**src/rtl/decrypt_iter_pkg.sv**
```systemverilog
// decrypt_iter_pkg: shared constants, state encoding and DES helper functions.
// Holds the DES permutation tables, S-boxes, the decrypt rotation schedule
// and the combinational building blocks (IP, FP, PC1, PC2, rotation, round).
// Table entries use DES numbering: bit 1 is the MSB of the vector.
package decrypt_iter_pkg;

  localparam int N_K = 64;
  localparam int N_B = 64;
  localparam int N_R = 16;

  typedef enum logic [1:0] {
    IDLE = 2'd0,
    RUN  = 2'd1,
    DONE = 2'd2
  } state_e;

  // Right-rotation amount per decrypt round; undoes the encrypt left shifts
  // in reverse order, starting from C16D16 (equal to C0D0).
  localparam logic [1:0] ROTR_SCHED [16] = '{
    2'd0, 2'd1, 2'd2, 2'd2, 2'd2, 2'd2, 2'd2, 2'd2,
    2'd1, 2'd2, 2'd2, 2'd2, 2'd2, 2'd2, 2'd2, 2'd1};

  localparam int IP_T [64] = '{
    58, 50, 42, 34, 26, 18, 10, 2, 60, 52, 44, 36, 28, 20, 12, 4,
    62, 54, 46, 38, 30, 22, 14, 6, 64, 56, 48, 40, 32, 24, 16, 8,
    57, 49, 41, 33, 25, 17,  9, 1, 59, 51, 43, 35, 27, 19, 11, 3,
    61, 53, 45, 37, 29, 21, 13, 5, 63, 55, 47, 39, 31, 23, 15, 7};

  localparam int FP_T [64] = '{
    40, 8, 48, 16, 56, 24, 64, 32, 39, 7, 47, 15, 55, 23, 63, 31,
    38, 6, 46, 14, 54, 22, 62, 30, 37, 5, 45, 13, 53, 21, 61, 29,
    36, 4, 44, 12, 52, 20, 60, 28, 35, 3, 43, 11, 51, 19, 59, 27,
    34, 2, 42, 10, 50, 18, 58, 26, 33, 1, 41,  9, 49, 17, 57, 25};

  localparam int E_T [48] = '{
    32,  1,  2,  3,  4,  5,  4,  5,  6,  7,  8,  9,
     8,  9, 10, 11, 12, 13, 12, 13, 14, 15, 16, 17,
    16, 17, 18, 19, 20, 21, 20, 21, 22, 23, 24, 25,
    24, 25, 26, 27, 28, 29, 28, 29, 30, 31, 32,  1};

  localparam int P_T [32] = '{
    16,  7, 20, 21, 29, 12, 28, 17,  1, 15, 23, 26,  5, 18, 31, 10,
     2,  8, 24, 14, 32, 27,  3,  9, 19, 13, 30,  6, 22, 11,  4, 25};

  localparam int PC1_T [56] = '{
    57, 49, 41, 33, 25, 17,  9,  1, 58, 50, 42, 34, 26, 18,
    10,  2, 59, 51, 43, 35, 27, 19, 11,  3, 60, 52, 44, 36,
    63, 55, 47, 39, 31, 23, 15,  7, 62, 54, 46, 38, 30, 22,
    14,  6, 61, 53, 45, 37, 29, 21, 13,  5, 28, 20, 12,  4};

  localparam int PC2_T [48] = '{
    14, 17, 11, 24,  1,  5,  3, 28, 15,  6, 21, 10,
    23, 19, 12,  4, 26,  8, 16,  7, 27, 20, 13,  2,
    41, 52, 31, 37, 47, 55, 30, 40, 51, 45, 33, 48,
    44, 49, 39, 56, 34, 53, 46, 42, 50, 36, 29, 32};

  // Each S-box is 64 nibbles, row-major (row*16 + col), first entry in the MSBs.
  localparam logic [255:0] SBOX [8] = '{
    256'hE4D12FB83A6C5907_0F74E2D1A6CB9538_41E8D62BFC973A50_FC8249175B3EA06D,
    256'hF18E6B34972DC05A_3D47F28EC01A69B5_0E7BA4D158C6932F_D8A13F42B67C05E9,
    256'hA09E63F51DC7B428_D709346A285ECBF1_D6498F30B12C5AE7_1AD069874FE3B52C,
    256'h7DE3069A1285BC4F_D8B56F03472C1AE9_A690CB7DF13E5284_3F06A1D8945BC72E,
    256'h2C417AB6853FD0E9_EB2C47D150FA3986_421BAD78F9C5630E_B8C71E2D6F09A453,
    256'hC1AF92680D34E75B_AF427C9561DE0B38_9EF528C3704A1DB6_432C95FABE17608D,
    256'h4B2EF08D3C975A61_D0B7491AE35C2F86_14BDC37EAF680592_6BD814A7950FE23C,
    256'hD2846FB1A93E50C7_1FD8A374C56B0E92_7B419CE206ADF358_21E74A8DFC90356B};

  function automatic logic [1:0] rotr_amount(input logic [4:0] rnd);
    return rnd[4] ? 2'd0 : ROTR_SCHED[rnd[3:0]];
  endfunction

  function automatic logic [63:0] perm_ip(input logic [63:0] x);
    logic [63:0] y;
    for (int i = 0; i < 64; i++) y[63-i] = x[64-IP_T[i]];
    return y;
  endfunction

  function automatic logic [63:0] perm_fp(input logic [63:0] x);
    logic [63:0] y;
    for (int i = 0; i < 64; i++) y[63-i] = x[64-FP_T[i]];
    return y;
  endfunction

  function automatic logic [55:0] perm_pc1(input logic [63:0] x);
    logic [55:0] y;
    for (int i = 0; i < 56; i++) y[55-i] = x[64-PC1_T[i]];
    return y;
  endfunction

  function automatic logic [47:0] perm_pc2(input logic [55:0] x);
    logic [47:0] y;
    for (int i = 0; i < 48; i++) y[47-i] = x[56-PC2_T[i]];
    return y;
  endfunction

  function automatic logic [27:0] rotr28(input logic [27:0] x, input logic [1:0] n);
    logic [55:0] xx;
    xx = {x, x};
    return xx[n +: 28];
  endfunction

  function automatic logic [31:0] feistel(input logic [31:0] r, input logic [47:0] k);
    logic [47:0] e;
    logic [31:0] s;
    logic [31:0] y;
    logic [5:0]  b;
    for (int i = 0; i < 48; i++) e[47-i] = r[32-E_T[i]];
    e = e ^ k;
    // Outer bits of each 6-bit group pick the row, inner four the column.
    for (int j = 0; j < 8; j++) begin
      b = e[47-6*j -: 6];
      s[31-4*j -: 4] = SBOX[j][255 - 4*int'({b[5], b[0], b[4:1]}) -: 4];
    end
    for (int i = 0; i < 32; i++) y[31-i] = s[32-P_T[i]];
    return y;
  endfunction

  // One Feistel round: returns {L', R'} = {R, L ^ f(R, K)}.
  function automatic logic [63:0] des_round(input logic [31:0] l, input logic [31:0] r,
                                            input logic [47:0] k);
    return {r, l ^ feistel(r, k)};
  endfunction

endpackage

```
**src/rtl/decrypt_iter_if.sv**
```systemverilog
// decrypt_iter_if: request/acknowledge bus of the DES decryption engine.
//   k   : cipher key (requester -> engine)
//   c   : ciphertext (requester -> engine)
//   req : request, held until ack is seen
//   m   : recovered plaintext (engine -> requester)
//   ack : result valid while req still high
interface decrypt_iter_if;
  import decrypt_iter_pkg::*;

  logic [N_K-1:0] k;
  logic [N_B-1:0] c;
  logic           req;
  logic [N_B-1:0] m;
  logic           ack;

  modport master (output k, c, req, input m, ack);
  modport slave  (input k, c, req, output m, ack);
endinterface

```
**src/rtl/decrypt_iter_key_schedule_inv.sv**
```systemverilog
// key_schedule_inv: reverse-order DES key schedule step.
//   x : current C/D register (56 bits)
//   i : round index 0..15
//   r : next C/D value (both 28-bit halves rotated right by s[i])
//   k : round key PC2(r) used in this round
module key_schedule_inv
  import decrypt_iter_pkg::*;
(
  input  logic [55:0] x,
  input  logic [4:0]  i,
  output logic [55:0] r,
  output logic [47:0] k
);

  logic [1:0] shift;

  assign shift = rotr_amount(i);
  assign r     = {rotr28(x[55:28], shift), rotr28(x[27:0], shift)};
  assign k     = perm_pc2(r);

endmodule

```
**src/rtl/decrypt_iter.sv**
```systemverilog
// decrypt_iter: iterative DES decryption, one Feistel round per clock.
//   clk : clock, rising edge
//   rst : synchronous active-low reset
//   bus : decrypt_iter_if slave (k, c, req in; m, ack out)
// Load on the first req edge, 16 round edges, then ack with m held until
// req drops. Dropping req mid-run aborts without touching m.
module decrypt_iter
  import decrypt_iter_pkg::*;
(
  input  logic           clk,
  input  logic           rst,
  decrypt_iter_if.slave  bus
);

  state_e      state_q;
  logic [4:0]  rnd_q;
  logic [31:0] l_q;
  logic [31:0] r_q;
  logic [55:0] cd_q;
  logic [63:0] m_q;
  logic        ack_q;

  logic [55:0] cd_d;
  logic [47:0] rkey;
  logic [63:0] lr_d;

  key_schedule_inv u_ks (
    .x (cd_q),
    .i (rnd_q),
    .r (cd_d),
    .k (rkey)
  );

  assign lr_d    = des_round(l_q, r_q, rkey);
  assign bus.m   = m_q;
  assign bus.ack = ack_q;

  // Control FSM and datapath registers. The final round also applies the
  // closing swap (R16, L16) and FP before registering the plaintext.
  always_ff @(posedge clk) begin
    if (!rst) begin
      state_q <= IDLE;
      rnd_q   <= '0;
      l_q     <= '0;
      r_q     <= '0;
      cd_q    <= '0;
      m_q     <= '0;
      ack_q   <= 1'b0;
    end else begin
      case (state_q)
        IDLE: begin
          ack_q <= 1'b0;
          if (bus.req) begin
            {l_q, r_q} <= perm_ip(bus.c);
            cd_q       <= perm_pc1(bus.k);
            rnd_q      <= '0;
            state_q    <= RUN;
          end
        end
        RUN: begin
          if (!bus.req) begin
            state_q <= IDLE;
          end else begin
            l_q   <= lr_d[63:32];
            r_q   <= lr_d[31:0];
            cd_q  <= cd_d;
            rnd_q <= rnd_q + 5'd1;
            if (rnd_q == 5'(N_R - 1)) begin
              m_q     <= perm_fp({lr_d[31:0], lr_d[63:32]});
              ack_q   <= 1'b1;
              state_q <= DONE;
            end
          end
        end
        DONE: begin
          if (!bus.req) begin
            ack_q   <= 1'b0;
            state_q <= IDLE;
          end
        end
        default: begin
          ack_q   <= 1'b0;
          state_q <= IDLE;
        end
      endcase
    end
  end

endmodule
```
**src/flat_wrapper.sv**
```systemverilog
// flat-port wrapper written by rule: the top's interface ports become plain ports
module decrypt_iter_flat import decrypt_iter_pkg::*;
  (clk, rst, bus_k, bus_c, bus_req, bus_m, bus_ack);
  decrypt_iter_if bus_i ();
  input  logic clk;
  input  logic rst;
  input wire logic [$bits(bus_i.k)-1:0] bus_k;
  input wire logic [$bits(bus_i.c)-1:0] bus_c;
  input wire logic [$bits(bus_i.req)-1:0] bus_req;
  output wire logic [$bits(bus_i.m)-1:0] bus_m;
  output wire logic [$bits(bus_i.ack)-1:0] bus_ack;
  assign bus_i.k = bus_k;
  assign bus_i.c = bus_c;
  assign bus_i.req = bus_req;
  assign bus_m = bus_i.m;
  assign bus_ack = bus_i.ack;
  decrypt_iter u_core (.clk(clk), .rst(rst), .bus(bus_i));
endmodule
```
**config.mk**
```make
export PLATFORM = sky130hd
export DESIGN_NAME = decrypt_iter_flat
export DESIGN_NICKNAME = d
export VERILOG_FILES = /design/src/rtl/decrypt_iter_pkg.sv /design/src/rtl/decrypt_iter_if.sv /design/src/rtl/decrypt_iter_key_schedule_inv.sv /design/src/rtl/decrypt_iter.sv /design/src/flat_wrapper.sv
export SDC_FILE = /design/constraint.sdc
export NUM_CORES = 1
export LEC_CHECK = 0
export ABC_AREA = 1
export ABC_CLOCK_PERIOD_IN_PS = 5200
export CORE_ASPECT_RATIO = 0.8
export CORE_UTILIZATION = 45
export CTS_CLUSTER_DIAMETER = 60
export DETAILED_ROUTE_END_ITERATION = 8
export GPL_ROUTABILITY_DRIVEN = 0
export PLACE_DENSITY_LB_ADDON = 0.2
export SLEW_MARGIN = 10
export SYNTH_ARGS = -nofsm -noshare
export SYNTH_HDL_FRONTEND = slang
export SYNTH_HIERARCHICAL = 1
export SYNTH_SLANG_ARGS = --single-unit
export TNS_END_PERCENT = 5
```
**constraint.sdc**
```tcl
create_clock -name clk -period 5.2 [get_ports clk]
set_input_delay 1.56 -clock clk [delete_from_list [all_inputs] [get_ports clk]]
set_output_delay 1.56 -clock clk [all_outputs]
set_load 0.02 [all_outputs]
```
==> results of run 1 <==
[cells by family after synthesis]
kind of cell	synth area share, %
AO/OA/AOI/OAI	12.87
buffers and inverters	13.84
XOR/XNOR	2.815
flip-flops	24.36
adder cells (fa/ha/maj)	5.074
AND/OR/NAND/NOR	41.05
[power breakdown]
group / internal, mW / leakage [nW] / total (mW) / switching, mW
registers: 1.55 / 1.58 / 1.61 / 0.0639
clock network: 0.773 / 0.294 / 1.42 / 0.648
logic: 0.753 / 6.74 / 2.29 / 1.54
[worst max path at each step]
stage	from	end	slack, ns	cells after the start
2_1_floorplan	u_core/rnd_q[0]$_SDFFE_PN0P_	u_core/r_q[13]$_SDFFE_PN0P_	2.35	20
4_1_cts	u_core/rnd_q[4]$_SDFFE_PN0P_	u_core/r_q[8]$_SDFFE_PN0P_	1.25	22
5_1_grt	u_core/rnd_q[4]$_SDFFE_PN0P_	u_core/r_q[8]$_SDFFE_PN0P_	0.86	22
6_report	u_core/rnd_q[4]$_SDFFE_PN0P_	u_core/r_q[8]$_SDFFE_PN0P_	1.12	22
3_5_place_dp	u_core/rnd_q[4]$_SDFFE_PN0P_	u_core/r_q[8]$_SDFFE_PN0P_	1.29	22
3_3_place_gp	u_core/rnd_q[0]$_SDFFE_PN0P_	u_core/r_q[24]$_SDFFE_PN0P_	1.39	21
[through the flow]
stage	cells	utilization (%)	hold WS [ns]	worst slack, ns	instance area [um2]
after floorplan	2641	-	0.4584	2.353	15780
after global placement	3110	50.85	0.4695	1.387	17330
after detailed placement	3110	50.85	0.4777	1.286	17330
after CTS	3141	52.61	0.4895	1.254	17930
after global routing	3141	52.61	0.5040	0.8577	17930
final	3141	52.61	0.4869	1.115	17930
[cell type report]
cell class                 instances  area (um2)
tap                              465       581.8
clock inverter                    12       156.4
timing repair buffer             205        2054
clock buffer                      19       442.9
multi-input combinational       1966        9787
inverter                         282        1064
sequential                       192        3845
fill                            3497       16150
[layout by cell type, fill, tap and decap left out, types with 3 or more instances in the layout]
cell,instances
o21ai_0,159
inv_1,269
clkdlybuf4s50_1,186
nand3b_1,6
xnor2_1,13
nand3_2,3
nand4_1,58
a21oi_1,128
xnor2_2,7
buf_12,4
o22ai_1,39
o211ai_1,37
dfxtp_1,191
nor2_4,3
xor2_2,5
inv_6,3
ha_1,64
nor3_1,44
clkbuf_16,17
bufinv_16,3
a21oi_2,3
clkinv_2,3
inv_2,10
nand2_1,779
nand2_2,4
xor2_1,6
buf_4,15
nand3_1,483
nor2_1,114
[Yosys cell counts (4+ instances only)]
cell,count,area [um2]
a21oi_2,4,35.03
buf_1,10,37.54
buf_4,69,518.0
nand3_1,485,2427
xor2_2,5,81.33
buf_2,49,245.2
nand4_1,58,362.9
inv_1,271,1017
inv_2,8,30.03
o22ai_1,39,244.0
xnor2_2,7,113.9
nand2_1,779,2924
o21ai_0,159,795.8
nand2_2,4,25.02
nor3_1,44,220.2
xnor2_1,13,113.9
o211ai_1,37,277.8
nand3b_1,6,45.04
dfxtp_1,192,3844
ha_1,64,800.8
a21oi_1,128,640.6
buf_6,6,67.56
xor2_1,6,52.55
clkbuf_1,65,244.0
nor2_1,116,435.4
[metal layers]
layer / wire, um / vias to the layer above
li1: - / 8684
met2: 23610 / 848
met1: 23070 / 8014
met5: 0 / -
met4: 1904 / 0
met3: 4184 / 92
[state kept, by name (all words and copies together), names as in the netlist]
signal          flops
u_core/state_q      2
u_core/bus.ack      1
u_core/bus.m       64
u_core/cd_q        56
u_core/l_q         32
u_core/rnd_q        5
u_core/r_q         32
[tightest hold or removal path, stage by stage (launching register included)]
cell,delay [ns]
dfxtp_1,0.33
nand2_1,0.06
a21oi_1,0.06
==> impl_results.html, run 1 <==
<table>
<tr><th>Metric</th><th>Value</th></tr>
<tr><th colspan="2">Outcome</th></tr>
<tr><td>Outcome</td><td>completed</td></tr>
<tr><th colspan="2">Floorplanning</th></tr>
<tr><td>Number of core rows</td><td>60</td></tr>
<tr><td>Top-Level Pins</td><td>196</td></tr>
<tr><td>Die W</td><td>211.4 um</td></tr>
<tr><td>Full die area</td><td>0.03583 mm2</td></tr>
<tr><td>Initial Util</td><td>46.30%</td></tr>
<tr><td>Y dimension of the die</td><td>169.5 um</td></tr>
<tr><td>Core Box Area</td><td>0.03408 mm2</td></tr>
<tr><th colspan="2">Global routing</th></tr>
<tr><td>GR Overflow Total</td><td>0</td></tr>
<tr><td>Initial antenna violation count</td><td>0</td></tr>
<tr><td>Most Used Layer, Global Route</td><td>met2</td></tr>
<tr><td>Grt met2 use</td><td>46.10%</td></tr>
<tr><td>Global-route wire length before repair</td><td>82.69 mm</td></tr>
<tr><td>Met3 GRT Util</td><td>4.404%</td></tr>
<tr><td>Largest net degree at the start of global routing</td><td>110</td></tr>
<tr><td>Total global routing track utilization</td><td>28.94%</td></tr>
<tr><td>Number of global-route vias before repair</td><td>15470</td></tr>
<tr><td>Global routing usage on met1</td><td>39.23%</td></tr>
<tr><th colspan="2">Setup path</th></tr>
<tr><td>Largest stage delay on the critical path</td><td>0.44 ns</td></tr>
<tr><td>Master of the slowest instance on the critical path</td><td>ha_1</td></tr>
<tr><td>Crit Reg-Reg Endpoint</td><td>u_core/r_q[8]$_SDFFE_PN0P_</td></tr>
<tr><td>Type of destination of the critical path</td><td>flip-flop</td></tr>
<tr><td>Startpoint class of the critical path</td><td>flip-flop</td></tr>
<tr><td>Worst-case register-to-register setup slack</td><td>1.12 ns</td></tr>
<tr><td>Maximum net fanout on the critical path</td><td>44</td></tr>
<tr><td>Required time at the worst-slack endpoint</td><td>5.52 ns</td></tr>
<tr><td>Worst path buffer plus inverter count</td><td>5</td></tr>
<tr><td>Crit Path Category</td><td>flip-flop to flip-flop</td></tr>
<tr><td>Crit path max-delay family</td><td>simple AND/OR/NAND/NOR gates</td></tr>
<tr><td>Path depth of the worst reg2reg path</td><td>22</td></tr>
<tr><td>Critical path arrival</td><td>4.40 ns</td></tr>
<tr><td>Reg-to-reg startpoint</td><td>u_core/rnd_q[4]$_SDFFE_PN0P_</td></tr>
<tr><td>Critical path, cell by cell</td><td>inv_1, buf_4, nand3_2, buf_12, nand2_1, nand3_1, nand2_1, inv_1, nand2_1, nand2_1, ha_1, inv_1, nand2_1, nand3_1, o21ai_0, nand2_1, nand2_1, nand2_1, nand2_1, nand3_1, nand2_1, a21oi_1</td></tr>
<tr><td>Most repeated library cell on the critical path</td><td>nand2_1</td></tr>
<tr><th colspan="2">Route</th></tr>
<tr><td>Number of DRC markers after the initial detailed-route iteration</td><td>1804</td></tr>
<tr><td>Post-detailed-route count of antenna-violating nets</td><td>0</td></tr>
<tr><td>Wirelength per Cell</td><td>16.80 um</td></tr>
<tr><td>First-pass iteration count of the detailed router</td><td>8</td></tr>
<tr><td>Via density</td><td>5.615</td></tr>
<tr><td>Via count</td><td>17640</td></tr>
<tr><td>Remaining design rule violation count</td><td>0</td></tr>
<tr><td>Routed wire length</td><td>52.77 mm</td></tr>
<tr><th colspan="2">STA</th></tr>
<tr><td>Final period demand of the worst path</td><td>4.085 ns</td></tr>
<tr><td>Sum Neg Setup Slack</td><td>0 ns</td></tr>
<tr><td>Slew at the pin with the worst max-slew slack</td><td>1.134 ns</td></tr>
<tr><td>Hold violation total from the final report</td><td>0</td></tr>
<tr><td>Skew final</td><td>0.01384 ns</td></tr>
<tr><td>Max-slew violations</td><td>0</td></tr>
<tr><td>Max_slew headroom</td><td>23.88%</td></tr>
<tr><td>Number of endpoints failing setup at the final stage</td><td>0</td></tr>
<tr><td>Final Cycle Share</td><td>78.55%</td></tr>
<tr><td>Maximum operating frequency</td><td>244.8 MHz</td></tr>
<tr><td>Setup repair after global routing missed its margin</td><td>no</td></tr>
<tr><th colspan="2">CTS</th></tr>
<tr><td>H-tree lvl count</td><td>4</td></tr>
<tr><td>CTS tree</td><td>yes</td></tr>
<tr><td>Number of buffers created by CTS</td><td>17</td></tr>
<tr><td>Number of buffers inserted by post-CTS setup repair</td><td>0</td></tr>
<tr><td>Deepest clock path buffer count</td><td>2</td></tr>
<tr><td>Total of hold buffers inserted after clock tree synthesis</td><td>0</td></tr>
<tr><td>Clock-pin transition on the worst setup and hold timing paths</td><td>0.08 ns</td></tr>
<tr><td>Post-CTS resize count</td><td>0</td></tr>
<tr><td>Clk sinks</td><td>192</td></tr>
<tr><td>Library cell used as clock root buffer</td><td>clkbuf_16</td></tr>
<tr><td>Clock latency of the later-clocked register in the worst-skew pair</td><td>0.45 ns</td></tr>
<tr><th colspan="2">Logic synthesis</th></tr>
<tr><td>Synthesized netlist cell count</td><td>2641</td></tr>
<tr><td>Number of synthesis warnings</td><td>6</td></tr>
<tr><td>Dominant synthesized flop cell</td><td>dfxtp_1</td></tr>
<tr><td>Proportion of synthesized flip-flops having asynchronous set or reset</td><td>0%</td></tr>
<tr><td>Count of different cell masters after synthesis</td><td>38</td></tr>
<tr><td>Number of synthesized register bits</td><td>192</td></tr>
<tr><td>Sequential element share of the synthesized area</td><td>24.36%</td></tr>
<tr><td>Post-synthesis cell area</td><td>0.01578 mm2</td></tr>
<tr><td>Count of flip-flops with a built-in enable after synthesis</td><td>0</td></tr>
<tr><td>Synthesized area per cell</td><td>5.976 um2</td></tr>
<tr><td>Syn Nets</td><td>2836</td></tr>
<tr><th colspan="2">Power</th></tr>
<tr><td>Pwr/cell area</td><td>296.6 mW/mm2</td></tr>
<tr><td>Leakage power</td><td>8.607 nW</td></tr>
<tr><td>Overall power</td><td>5.319 mW</td></tr>
<tr><td>Max rail drop VDD</td><td>0.2248 mV</td></tr>
<tr><th colspan="2">Final layout</th></tr>
<tr><td>Area growth syn-to-layout</td><td>13.62%</td></tr>
<tr><td>Layout cells sized above 1</td><td>3.475%</td></tr>
<tr><td>Antenna Cells</td><td>0</td></tr>
<tr><td>Total number of nets in the final design</td><td>2859</td></tr>
<tr><th colspan="2">Run</th></tr>
<tr><td>Number of max-cap violations</td><td>0</td></tr>
<tr><th colspan="2">Hold path</th></tr>
<tr><td>Hold path startpoint</td><td>u_core/r_q[17]$_SDFFE_PN0P_</td></tr>
<tr><td>Hold path depth</td><td>2</td></tr>
<tr><td>End point of the most critical hold path</td><td>u_core/r_q[17]$_SDFFE_PN0P_</td></tr>
<tr><td>Worst hold-check path type</td><td>flip-flop to flip-flop</td></tr>
<tr><th colspan="2">Placed design</th></tr>
<tr><td>Number of buffers inserted by port buffering</td><td>187</td></tr>
<tr><td>Placed wire-length estimate after detailed placement</td><td>37.82 mm</td></tr>
</table>
(Power assumes the default switching activity.)
==> run 2: changes to the inputs <==
--- a/config.mk
+++ b/config.mk
@@ -6,7 +6,7 @@
 export NUM_CORES = 1
 export LEC_CHECK = 0
 export ABC_AREA = 1
-export ABC_CLOCK_PERIOD_IN_PS = 5200
+export ABC_CLOCK_PERIOD_IN_PS = 4150
 export CORE_ASPECT_RATIO = 0.8
 export CORE_UTILIZATION = 45
 export CTS_CLUSTER_DIAMETER = 60
==> constraint.sdc (replaced) <==
create_clock -name clk -period 4.15 [get_ports clk]
set_input_delay 1.245 -clock clk [delete_from_list [all_inputs] [get_ports clk]]
set_output_delay 1.245 -clock clk [all_outputs]
set_load 0.02 [all_outputs]
==> impl_results.html, run 2 (same netlist as run 1, synthesis figures left out) <==
<table>
<tr><th>Metric</th><th>Value</th></tr>
<tr><th colspan="2">Setup path</th></tr>
<tr><td>Reg-to-reg startpoint</td><td>u_core/rnd_q[3]$_SDFFE_PN0P_</td></tr>
<tr><td>Startpoint class of the critical path</td><td>flip-flop</td></tr>
<tr><td>Critical path launch point</td><td>u_core/rnd_q[3]$_SDFFE_PN0P_</td></tr>
<tr><td>Required time at the worst-slack endpoint</td><td>4.44 ns (-1.08 ns)</td></tr>
<tr><td>Critical path arrival</td><td>4.12 ns (-0.28 ns)</td></tr>
<tr><td>Critical path, cell by cell</td><td>inv_1, nand3_1, nand2_1, a21oi_4, buf_12, nand3_1, nand2_1, inv_1, nand2_1, nand2_1, ha_1, inv_1, nand2_1, nand3_1, o21ai_0, nand2_1, nand2_1, nand2_1, nand2_1, nand3_1, nand2_1, a21oi_1</td></tr>
<tr><td>Type of destination of the critical path</td><td>flip-flop</td></tr>
<tr><td>Master of the slowest instance on the critical path</td><td>dfxtp_1</td></tr>
<tr><td>Most repeated library cell on the critical path</td><td>nand2_1</td></tr>
<tr><td>Largest stage delay on the critical path</td><td>0.48 ns (+0.04 ns)</td></tr>
<tr><td>Maximum net fanout on the critical path</td><td>28 (-36%)</td></tr>
<tr><td>Crit Path Category</td><td>flip-flop to flip-flop</td></tr>
<tr><th colspan="2">Power</th></tr>
<tr><td>Part of the total power dissipated in the clock network</td><td>25.9% (-0.8 points)</td></tr>
<tr><td>Logic pwr share</td><td>43.7% (+0.7 points)</td></tr>
<tr><td>Seq pwr share</td><td>30.4% (about the same)</td></tr>
<tr><td>Cell-internal power</td><td>3.769 mW (+23%)</td></tr>
<tr><td>Net switching power of the design</td><td>2.873 mW (+28%)</td></tr>
<tr><td>Max rail drop VDD</td><td>0.2536 mV (+13%)</td></tr>
<tr><td>Pwr/cell area</td><td>366.5 mW/mm2 (+24%)</td></tr>
<tr><td>Overall power</td><td>6.642 mW (+25%)</td></tr>
<tr><td>Sw Share</td><td>43.26% (+0.99 points)</td></tr>
<tr><td>Leakage power</td><td>8.698 nW (+1.1%)</td></tr>
<tr><th colspan="2">Hold path</th></tr>
<tr><td>Worst hold-check path type</td><td>flip-flop to flip-flop</td></tr>
<tr><td>Hold path startpoint</td><td>u_core/r_q[21]$_SDFFE_PN0P_</td></tr>
<tr><th colspan="2">Route</th></tr>
<tr><td>Via density</td><td>5.661 (+0.81%)</td></tr>
<tr><td>Remaining design rule violation count</td><td>0 (unchanged)</td></tr>
<tr><td>Post-detailed-route count of antenna-violating nets</td><td>0 (unchanged)</td></tr>
<tr><td>Routed wire length</td><td>53.57 mm (+1.5%)</td></tr>
<tr><td>Wirelength per Cell</td><td>16.97 um (+1.0%)</td></tr>
<tr><td>Number of DRC markers after the initial detailed-route iteration</td><td>2168 (+20%)</td></tr>
<tr><td>Via count</td><td>17870 (+1.3%)</td></tr>
<tr><td>First-pass iteration count of the detailed router</td><td>9 (+1)</td></tr>
<tr><th colspan="2">CTS</th></tr>
<tr><td>Clock latency of the later-clocked register in the worst-skew pair</td><td>0.46 ns (about the same)</td></tr>
<tr><td>Library cell used as clock root buffer</td><td>clkbuf_16</td></tr>
<tr><td>Clk sinks</td><td>192 (unchanged)</td></tr>
<tr><td>Post-CTS resize count</td><td>0 (unchanged)</td></tr>
<tr><td>CTS tree</td><td>yes</td></tr>
<tr><td>Total of hold buffers inserted after clock tree synthesis</td><td>0 (unchanged)</td></tr>
<tr><td>H-tree lvl count</td><td>4 (unchanged)</td></tr>
<tr><td>Clock-pin transition on the worst setup and hold timing paths</td><td>0.08 ns (about the same)</td></tr>
<tr><td>Deepest clock path buffer count</td><td>2 (unchanged)</td></tr>
<tr><td>Number of buffers created by CTS</td><td>17 (unchanged)</td></tr>
<tr><td>Number of buffers inserted by post-CTS setup repair</td><td>0 (unchanged)</td></tr>
<tr><th colspan="2">Global routing</th></tr>
<tr><td>Global-route wire length before repair</td><td>84.06 mm (+1.7%)</td></tr>
<tr><td>Number of global-route vias before repair</td><td>15930 (+2.9%)</td></tr>
<tr><td>Total global routing track utilization</td><td>29.36% (+0.42 points)</td></tr>
<tr><td>Initial antenna violation count</td><td>0 (unchanged)</td></tr>
<tr><td>Largest net degree at the start of global routing</td><td>133 (+21%)</td></tr>
<tr><td>GR Overflow Total</td><td>0 (unchanged)</td></tr>
<tr><th colspan="2">Final layout</th></tr>
<tr><td>Most common cell after layout, fill and taps aside</td><td>nand2_1</td></tr>
<tr><td>Non-filler cells in the finished layout</td><td>3157 (+0.51%)</td></tr>
<tr><td>Antenna Cells</td><td>0 (unchanged)</td></tr>
<tr><td>Total number of nets in the final design</td><td>2874 (+0.52%)</td></tr>
<tr><td>Largest register FFs</td><td>64 (unchanged)</td></tr>
<tr><td>Area growth syn-to-layout</td><td>14.86%</td></tr>
<tr><td>Util after Layout</td><td>53.18% (+0.57 points)</td></tr>
<tr><td>Top library cells by usage in the layout, fill and taps aside</td><td>nand2_1 (779), nand3_1 (483), inv_1 (269), dfxtp_1 (191), clkdlybuf4s50_1 (186)</td></tr>
<tr><td>Layout cells sized above 1</td><td>4.086% (+0.61 points)</td></tr>
<tr><th colspan="2">Floorplanning</th></tr>
<tr><td>Full die area</td><td>0.03583 mm2 (unchanged)</td></tr>
<tr><td>Core Box Area</td><td>0.03408 mm2 (unchanged)</td></tr>
<tr><td>Initial Util</td><td>46.30% (unchanged)</td></tr>
<tr><td>Y dimension of the die</td><td>169.5 um (unchanged)</td></tr>
<tr><td>Number of core rows</td><td>60 (unchanged)</td></tr>
<tr><td>Die W</td><td>211.4 um (unchanged)</td></tr>
<tr><td>Top-Level Pins</td><td>196 (unchanged)</td></tr>
<tr><th colspan="2">Run</th></tr>
<tr><td>Number of max-cap violations</td><td>0 (unchanged)</td></tr>
<tr><th colspan="2">Placed design</th></tr>
<tr><td>Placed wire-length estimate after detailed placement</td><td>38.39 mm (+1.5%)</td></tr>
<tr><td>Instance count after placement with tap cells included</td><td>3124 (+0.45%)</td></tr>
<tr><td>Number of buffers inserted by port buffering</td><td>187 (unchanged)</td></tr>
<tr><td>Dpl ws</td><td>0.2690 ns (-1.017 ns)</td></tr>
<tr><th colspan="2">STA</th></tr>
<tr><td>Hold violation total from the final report</td><td>0 (unchanged)</td></tr>
<tr><td>Slew at the pin with the worst max-slew slack</td><td>1.294 ns (+0.1600 ns)</td></tr>
<tr><td>Setup repair after global routing missed its margin</td><td>no</td></tr>
<tr><td>Final Cycle Share</td><td>92.49% (+14 points)</td></tr>
<tr><td>Final period demand of the worst path</td><td>3.838 ns (-0.2465 ns)</td></tr>
<tr><td>Worst setup slack after layout</td><td>0.3118 ns (-0.8035 ns)</td></tr>
<tr><td>Sum Neg Setup Slack</td><td>0 ns (unchanged)</td></tr>
<tr><td>Skew final</td><td>0.01576 ns (+0.001925 ns)</td></tr>
<tr><td>Number of endpoints failing setup at the final stage</td><td>0 (unchanged)</td></tr>
<tr><td>Maximum operating frequency</td><td>260.5 MHz (+6.4%)</td></tr>
<tr><td>Max-slew violations</td><td>0 (unchanged)</td></tr>
<tr><td>Max_slew headroom</td><td>13.76% (-10 points)</td></tr>
<tr><th colspan="2">Outcome</th></tr>
<tr><td>Outcome</td><td>completed</td></tr>
</table>
## run 2: changes by cell type in the layout (fill, tap and decap cells not counted), sizes merged
cell	change
buf	+14
inv	+4
bufinv	-2
clkinv	-2
clkinvlp	+2
## run 2: power by group through the flow
| stage | clock, mW | combinational [mW] | sequential [mW] |
|---|---|---|---|
| CTS | 1.75 | 2.84 | 2.01 |
| global route | 1.82 | 3.25 | 2.03 |
| finish | 1.72 | 2.91 | 2.02 |
| global placement | 0 | 2.76 | 2.05 |
| floorplan | 0 | 2.22 | 2.02 |
| detailed placement | 0 | 2.82 | 2.06 |
## run 2: layout make-up
cell class	instances	area, um2
clock buffers	18	439.2
clock inverters	14	145.1
fillers	3458	15960
inverters	282	1069
multi-input cells	1966	9787
flip-flops and latches	192	3845
well taps	465	581.8
repair buffers	220	2260
## run 2: metal layers
metal / share of wire, % / track usage (%)
met2: 44 / 46.47
met3: 8.2 / 4.182
met4: 4.1 / 13.33
met1: 43 / 39.48
met5: 0 / 0
## run 2: path summary, 6_finish.rpt
kind                            slack, ns                          end  cells after the start
worst min-delay path                 0.50  u_core/r_q[21]$_SDFFE_PN0P_                      2
worst min register to register       0.50  u_core/r_q[21]$_SDFFE_PN0P_                      2
worst max register to register       0.31   u_core/r_q[2]$_SDFFE_PN0P_                     22
worst max-delay path                 0.31   u_core/r_q[2]$_SDFFE_PN0P_                     22
## run 2: metrics by stage
step | hold WS (ns) | cell area, um2
after floorplan | 0.4584 | 15780
after global placement | 0.4737 | 17510
after detailed placement | 0.4775 | 17510
after CTS | 0.4908 | 18100
after global routing | 0.5040 | 18130
final | 0.4962 | 18130
## run 2: critical path, delay by kind of cell, from the launching register on
kind,cells,cell delay (ns)
buf+inv,4,0.51
flops,1,0.48
simple gates,14,1.70
compound gates,3,0.52
fa+ha+maj,1,0.43
